**config.mk**
```make
export PLATFORM = sky130hd
export DESIGN_NAME = uart_tx_arbiter
export DESIGN_NICKNAME = d
export VERILOG_FILES = /design/src/rtl/uart_ctrl_pkg.sv /design/src/rtl/rr_pick.sv /design/src/rtl/uart_tx_arbiter.sv
export SDC_FILE = /design/constraint.sdc
export NUM_CORES = 1
export LEC_CHECK = 0
export ABC_CLOCK_PERIOD_IN_PS = 2550
export BUFFER_PORTS_ARGS = -buffer_cell sky130_fd_sc_hd__buf_2
export CAP_MARGIN = 20
export CORE_ASPECT_RATIO = 0.7
export CORE_MARGIN = 2
export CORE_UTILIZATION = 46
export CTS_CLUSTER_DIAMETER = 120
export DETAILED_ROUTE_END_ITERATION = 10
export GPL_TIMING_DRIVEN = 0
export PLACE_DENSITY = 0.77
export SYNTH_ARGS = -nofsm -noshare
export SYNTH_HDL_FRONTEND = slang
export SYNTH_SLANG_ARGS = --single-unit
```
**constraint.sdc**
```tcl
create_clock -name clk -period 2.55 [get_ports clk]
set_input_delay 0.3825 -clock clk [delete_from_list [all_inputs] [get_ports clk]]
set_output_delay 0.3825 -clock clk [all_outputs]
set_load 0.02 [all_outputs]
```
**src/rtl/uart_ctrl_pkg.sv**
```systemverilog
// Shared definitions for the UART control slice: byte width and controller states.
package uart_ctrl_pkg;

  localparam int unsigned UART_BYTE_W = 8;

  // IDLE selects/captures, SEND pulses the transmitter, ACK waits for busy, WAIT waits for idle.
  typedef enum logic [1:0] {
    ST_IDLE = 2'd0,
    ST_SEND = 2'd1,
    ST_ACK  = 2'd2,
    ST_WAIT = 2'd3
  } arb_state_t;

endpackage

```
**src/rtl/rr_pick.sv**
```systemverilog
// Rotating priority encoder: grants the first requester after ptr, wrapping modulo N.
module rr_pick #(
  parameter int unsigned N = 4
) (
  input  logic [N-1:0]         req,
  input  logic [$clog2(N)-1:0] ptr,
  output logic [$clog2(N)-1:0] gnt_id,
  output logic                 any
);

  localparam int unsigned ID_W = $clog2(N);

  logic [ID_W-1:0] idx;

  // Walk candidates ptr+1 .. ptr+N; modulo keeps non-power-of-two N correct.
  always_comb begin
    gnt_id = '0;
    any    = 1'b0;
    idx    = '0;
    for (int unsigned k = 1; k <= N; k++) begin
      idx = ID_W'((32'(ptr) + k) % N);
      if (!any && req[idx]) begin
        any    = 1'b1;
        gnt_id = idx;
      end
    end
  end

endmodule

```
**src/rtl/uart_tx_arbiter.sv**
```systemverilog
// Message-granular round-robin arbiter sharing one UART transmitter among N_REQ requesters.
module uart_tx_arbiter
  import uart_ctrl_pkg::*;
#(
  parameter int unsigned N_REQ  = 4,
  parameter int unsigned DATA_W = UART_BYTE_W
) (
  input  logic                     clk,
  input  logic                     rst_n,
  input  logic [N_REQ-1:0]         req_valid,
  input  logic [N_REQ*DATA_W-1:0]  req_data,
  input  logic [N_REQ-1:0]         req_last,
  output logic [N_REQ-1:0]         req_ready,
  output logic [DATA_W-1:0]        tx_byte,
  output logic                     tx_send,
  input  logic                     tx_done,
  output logic [$clog2(N_REQ)-1:0] grant_id,
  output logic                     locked
);

  localparam int unsigned ID_W = $clog2(N_REQ);

  arb_state_t        state, state_next;
  logic [ID_W-1:0]   grant_q;
  logic [ID_W-1:0]   rr_ptr;
  logic              locked_q;
  logic              last_q;
  logic [DATA_W-1:0] tx_byte_q;

  logic [ID_W-1:0]   pick_id;
  logic              pick_any;
  logic              take;
  logic [ID_W-1:0]   take_id;
  logic [DATA_W-1:0] take_data;
  logic              take_last;
  logic [N_REQ-1:0]  ready_c;
  logic              send_c;

  rr_pick #(.N(N_REQ)) u_pick (
    .req    (req_valid),
    .ptr    (rr_ptr),
    .gnt_id (pick_id),
    .any    (pick_any)
  );

  // Next-state, handshake and capture-source selection.
  always_comb begin
    state_next = state;
    ready_c    = '0;
    send_c     = 1'b0;
    take       = 1'b0;
    take_id    = grant_q;
    take_data  = '0;
    take_last  = 1'b0;
    unique case (state)
      ST_IDLE: begin
        // A held grant never falls back to the picker, even if the owner stalls.
        if (locked_q) begin
          take    = req_valid[grant_q];
          take_id = grant_q;
        end else begin
          take    = pick_any;
          take_id = pick_id;
        end
        if (take) begin
          ready_c[take_id] = 1'b1;
          state_next       = ST_SEND;
        end
      end
      ST_SEND: begin
        send_c     = 1'b1;
        state_next = ST_ACK;
      end
      ST_ACK:  if (!tx_done) state_next = ST_WAIT;
      ST_WAIT: if (tx_done)  state_next = ST_IDLE;
      default: state_next = ST_IDLE;
    endcase
    for (int unsigned i = 0; i < N_REQ; i++) begin
      if (ID_W'(i) == take_id) begin
        take_data = req_data[i*DATA_W +: DATA_W];
        take_last = req_last[i];
      end
    end
  end

  // State register.
  always_ff @(posedge clk or negedge rst_n) begin
    if (!rst_n) state <= ST_IDLE;
    else        state <= state_next;
  end

  // Capture on accept; release the lock and advance the pointer only at message end.
  always_ff @(posedge clk or negedge rst_n) begin
    if (!rst_n) begin
      tx_byte_q <= '0;
      last_q    <= 1'b0;
      grant_q   <= '0;
      locked_q  <= 1'b0;
      rr_ptr    <= ID_W'(N_REQ - 1);
    end else begin
      if (take) begin
        tx_byte_q <= take_data;
        last_q    <= take_last;
        grant_q   <= take_id;
        locked_q  <= 1'b1;
      end else if (state == ST_WAIT && tx_done && last_q) begin
        locked_q <= 1'b0;
        rr_ptr   <= grant_q;
      end
    end
  end

  // Ready is gated by reset so no handshake is offered while reset is asserted.
  assign req_ready = ready_c & {N_REQ{rst_n}};
  assign tx_send   = send_c;
  assign tx_byte   = tx_byte_q;
  assign grant_id  = grant_q;
  assign locked    = locked_q;

endmodule

```
; Yosys cells after proc, flatten, opt, wreduce, memory -nomap -nowiden
; Cells that the tools add are included.
[classes]
n_div = 0
shifts = 0
order_cmp = 7
n_eq_ne = 9
n_mul = 0
mux = 43
n_addsub = 4
bitwise_logic = 2
n_reduce_logical = 14
[ops]
columns = op, n
row1 = 8-bit two-way mux, 4
row2 = 1-bit two-way mux, 20
row3 = 2-bit two-way mux, 10
row4 = "2-bit by 3-bit less-than comparator with 1-bit output, second input constant", 6
row5 = 1-bit binary-select mux with 2-bit select, 5
row6 = 4-bit two-way mux, 2
row7 = 2-bit case mux with 4 select lines, 1
row8 = 1-bit logical AND, 6
row9 = "2-bit by 1-bit adder with 2-bit output, second input constant", 2
row10 = "2-bit adder, second input constant", 2
row11 = 4-bit bitwise AND, 1
row12 = "2-bit equality test, first input constant", 2
row13 = "2-bit equality test, second input constant", 2
row14 = 2-bit logical NOT, 2
row15 = "2-bit != test, second input constant", 2
row16 = 1-bit logical NOT, 3
row17 = 3-bit AND reduction, 1
row18 = 1-bit demux with 2-bit select, 1
row19 = "1-bit by 2-bit equality test with 1-bit output, first input constant", 1
row20 = "2-bit by 1-bit equality test with 1-bit output, second input constant", 1
row21 = "2-bit by 1-bit greater-or-equal comparator with 1-bit output, second input constant", 1
row22 = "2-bit by 1-bit != test with 1-bit output, second input constant", 1
row23 = 2-bit AND reduction, 1
row24 = 2-bit nonzero test, 1
row25 = 1-bit inverter, 1
[word_totals]
out_inout_bits = 16
ram_bits = 0
n_memories = 0
reg_bits = 16
rom_bits = 0
latchBits = 0

; Logic depth before layout (Yosys ltp)
[logic_depth]
ltp_word = 22
ltp_mapped = 8

; Hierarchy
; From an unflattened synthesis, not the netlist that was laid out.
[unflattened]
hier_cells = 117
area_unflattened_um2 = 1222.4
[by_module_without_submodules]
columns = mod, area_per_inst_um2, cells_each, seq_area_each_um2, instances
row1 = uart_tx_arbiter, 1131.1, 103, 402.9, 1
row2 = rr_pick, 91.3, 14, 0.0, 1

; Worst setup path after synthesis
; OpenSTA, ideal clock, no wires.
[synth_path]
path_kind = reg-to-output
from = register grant_q[0] (netlist: grant_id[0])
to = output req_ready[0]
required_time_ns = 2.168
path_stages_with_launch = 8
setup_slack_ns = 0.241
arrival_ns = 1.926
cell_sequence = dfrtp_1 -> mux4_2 -> nand2_1 -> o21ai_1 -> and2_1 -> buf_2 -> nand2_1 -> nor3_1
[synth_between]
elab_chain_len = 9
word_cells_on_any_way = 14
cone_classes = 2 x order compare / 10 x mux / 1 x bitwise / 1 x reduce/logical
[synth_rtl]
columns = item, line
row1 = "start, declared", uart_tx_arbiter.sv:24  ; logic [ID_W-1:0] grant_q;
row2 = "start signal, assigned", uart_tx_arbiter.sv:104  ; grant_q <= take_id;
row3 = 2-bit two-way mux, uart_tx_arbiter.sv:58  ; if (locked_q) begin
row4 = 2-bit two-way mux, uart_tx_arbiter.sv:55  ; unique case (state)
row5 = 2-bit by 3-bit less-than comparator with 1-bit output (implied by the code) or 2-bit by 1-bit greater-or-equal comparator with 1-bit output (tied branches), uart_tx_arbiter.sv:66  ; ready_c[take_id] = 1'b1;
row6 = 1-bit logical AND (implied by the code), uart_tx_arbiter.sv:66
row7 = 1-bit two-way mux (implied by the code), uart_tx_arbiter.sv:66
row8 = 1-bit demux with 2-bit select, uart_tx_arbiter.sv:66
row9 = 4-bit two-way mux *, uart_tx_arbiter.sv:65  ; if (take) begin
row10 = 4-bit two-way mux *, uart_tx_arbiter.sv:55
row11 = 4-bit bitwise AND *, uart_tx_arbiter.sv:114  ; assign req_ready = ready_c & {N_REQ{rst_n}};
row12 = "end, declared", uart_tx_arbiter.sv:13  ; output logic [N_REQ-1:0] req_ready,
; Mark *: on every way between the ends. The rest lies on a longest branch, timed or not. The select of a mux whose other input is x is not followed.

; Final worst setup path
[layout_path]
from = register grant_q[0] (netlist: grant_id[0])
to = output req_ready[2]
; Same word-level chain as after synthesis.

==> impl_results.md <==
- Overflow after GRT: 0
- Die H: 47.3 um
- Post-synth EDFFs: 0
- Vias per cell: 5.43
- Top post-synthesis cells by area: dfrtp_1, a211oi_1, mux2i_1
- Maximum clock frequency: 0.411 GHz
- Routed WL per cell: 14.6 um
- Clock Latency Late Sink: 250 ps
- Initial Utilization: 49.3%
- Max Cap Viol: 0
- Largest net degree at the start of global routing: 19
- Period minus WS final: 2430 ps
- P_int: 1.04 mW
- Antenna fix cells: 0
- Worst setup SP type: register
- Leading area contributor after synthesis: dfrtp_1
- Worst Max-Slew Pin Slew: 533 ps
- CTS tree: built
- Drt drc: 0
- Hold buffers post-CTS: 0
- Drt pass-1 iters: 4
- Setup Skew: 0.744 ps
- CP required: 2170 ps
- Sequential share of the synthesized area: 32.8%
- Comb power frac: 62.5%
- Antenna violations before repair: 0
- Final hold vios: 0
- Dominant synthesized flop cell: dfrtp_1
- Final wirelength: 3310 um
- Pwr Density: 1190 nW/um2
- Final setup violation count: 0
- Fin nets: 242
- Yosys reg bits: 16
- Syn Area/Cell: 9.46 um2
- Crit path kind: reg2out
- Slew Limit Fails: 0
- Synth unique cells: 37
- Leakage: 0.828 nW
- CP max FO: 10
- Count leader, synth: a211oi_1
- Row cnt: 15
- Reg clk slew, reported paths: 70 ps
- Clock share of power: 11.9%
- Share of cells above drive strength 1: 40.9%
- Pre-CTS setup slack: 220 ps
- Status: completed
- Critical Path Sink Type: output port
- TritonCTS Buffers: 3
- Crit-path cells: mux4_2 > nand2_1 > o21ai_1 > and2_4 > buf_4 > nand3_1 > nor2_1 > buf_2
- DP Wirelength: 2630 um
- Clock Sinks: 16
- Antenna viol nets, final: 0
- Final GP Congestion: 0.905
- Rel. slew slack: 64.4%
- H-tree level count: 1
- Gr usage total: 22.3%
- Die area: 3110 um2
- Final worst slack: 116 ps
- CTS root buf: clkbuf_8
- Peak VDD IR: 0.589 mV
- Post-synth top area share: 28.5%
- Ys async rst share: 100%
- Die X-Extent: 65.8 um
- Initial DRC count: 88
- Synth Instances: 130
- Mapped Area: 1230 um2
- First-pass GRT wire length: 5140 um
- Sequential share of power: 25.7%
- PortBufs: 58
- Tcrit/Tclk final: 95.5%
- Vias in the first global route: 1182
- Area delta synth->final: 33.1%
- Synth top cells by count: a211oi_1, nor2_1, dfrtp_1
- Worst Path Arrival: 2050 ps
- Crit-path max cell delay: 530 ps
- NetSw: 0.912 mW
- CTS Buffer Depth: 2
- Top-Level Pins: 59
- Overall power: 1.95 mW
- Vias: 1233
- Yosys Warn Count: 0
- Post-Syn Nets: 178
- Core Util, Final: 65.6%
- CORE AREA: 2500 um2
- HP Class: in2async
- Switching share of power: 46.7%
- Crit path max-delay cell type: mux4_2
==> state kept, by name, indices dropped and copies added (netlist names) <==
| name | count |
|---|---|
| last_q | 1 |
| rr_ptr | 2 |
| tx_byte | 8 |
| state | 2 |
| grant_id | 2 |
| locked | 1 |
==> placed cells by master, fill, tap and decap left out, types with 2 or more instances in the layout <==
master,synthesis,layout
a21o_1,2,2
a211oi_1,16,16
dfrtp_1,14,13
nor2_1,15,15
inv_1,5,5
buf_4,1,3
nand2b_1,3,3
clkbuf_1,2,2
dfstp_2,2,2
nor2b_1,3,3
and3_1,8,8
buf_2,1,58
clkbuf_8,0,4
nor3_1,3,2
ha_1,5,5
o21ai_1,2,3
a221oi_2,2,2
mux2i_1,11,11
a21oi_1,2,2
o22ai_1,2,2
mux2_1,3,3
nand3_1,2,2
nand2_1,9,9
==> cell type report <==
cell class / count / area, um2
fill: 209 / 860
sequential: 16 / 404
tap: 34 / 42.5
inverter: 5 / 18.8
buffer: 5 / 33.8
multi-input combinational: 104 / 785
timing repair buffer: 59 / 298
clock buffer: 4 / 55.1
==> through the flow <==
stage	std cells	TNS, ps	hold WS [ps]	instance area [um2]
finish	227	0	48.2	1640
global route	227	-18.1	75.2	1640
CTS	226	0	56.4	1620
detailed placement	222	0	330	1560
global placement	222	0	328	1560
floorplan	130	0	86.9	1230
==> timing repair <==
item | CTS | global route
gates resized for setup | 1 | 5
setup buffers | 0 | 1
setup endpoints to repair | 4 | 4
pin swaps | 0 | 0
==> logic make-up (layout without fill, tap and decap cells) <==
logic type / Yosys count / count (layout) / synth area share [%]
buffers and inverters: 10 / 73 / 4.07
flip-flops: 16 / 16 / 32.8
adder cells (fa/ha/maj): 5 / 5 / 5.09
AND/OR/NAND/NOR: 52 / 52 / 24.4
AO/OA/AOI/OAI: 32 / 32 / 20.1
multiplexers: 15 / 15 / 13.5
==> path summary, 6_finish.rpt <==
check	depth (start not counted)	slack, ps	endpoint	start
worst min register to register	1	550	state[1]	state[1]
worst max register to register	8	210	tx_byte[0]	state[0]
worst min-delay path	1	50	tx_byte[6]	rst_n
worst max-delay path	8	120	req_ready[2]	grant_id[0]
max in group asynchronous	1	2180	rr_ptr[0]	rst_n
min in group clk	3	380	tx_byte[6]	req_data[14]
==> power by group through the flow <==
stage          clock network [mW]  logic (mW)  registers (mW)
2_1_floorplan                   0       0.766           0.596
3_3_place_gp                    0        1.12           0.499
3_5_place_dp                    0        1.18           0.510
4_1_cts                     0.234        1.19           0.507
5_1_grt                     0.248        1.34           0.523
6_report                    0.232        1.22           0.501
==> metal layers <==
layer	track usage, %	routed length [um]
met1	28.0	1430
met2	40.0	1630
met3	5.76	208
met4	4.17	34
met5	0	0
==> worst max-delay path, delay by kind of cell (launching register included) <==
kind / cells / cell delay [ps]
multiplexers: 1 / 530
AO/OA/AOI/OAI: 1 / 80
flip-flops: 1 / 410
AND/OR/NAND/NOR: 4 / 430
buffers and inverters: 2 / 340
(Power assumes the default switching activity.)
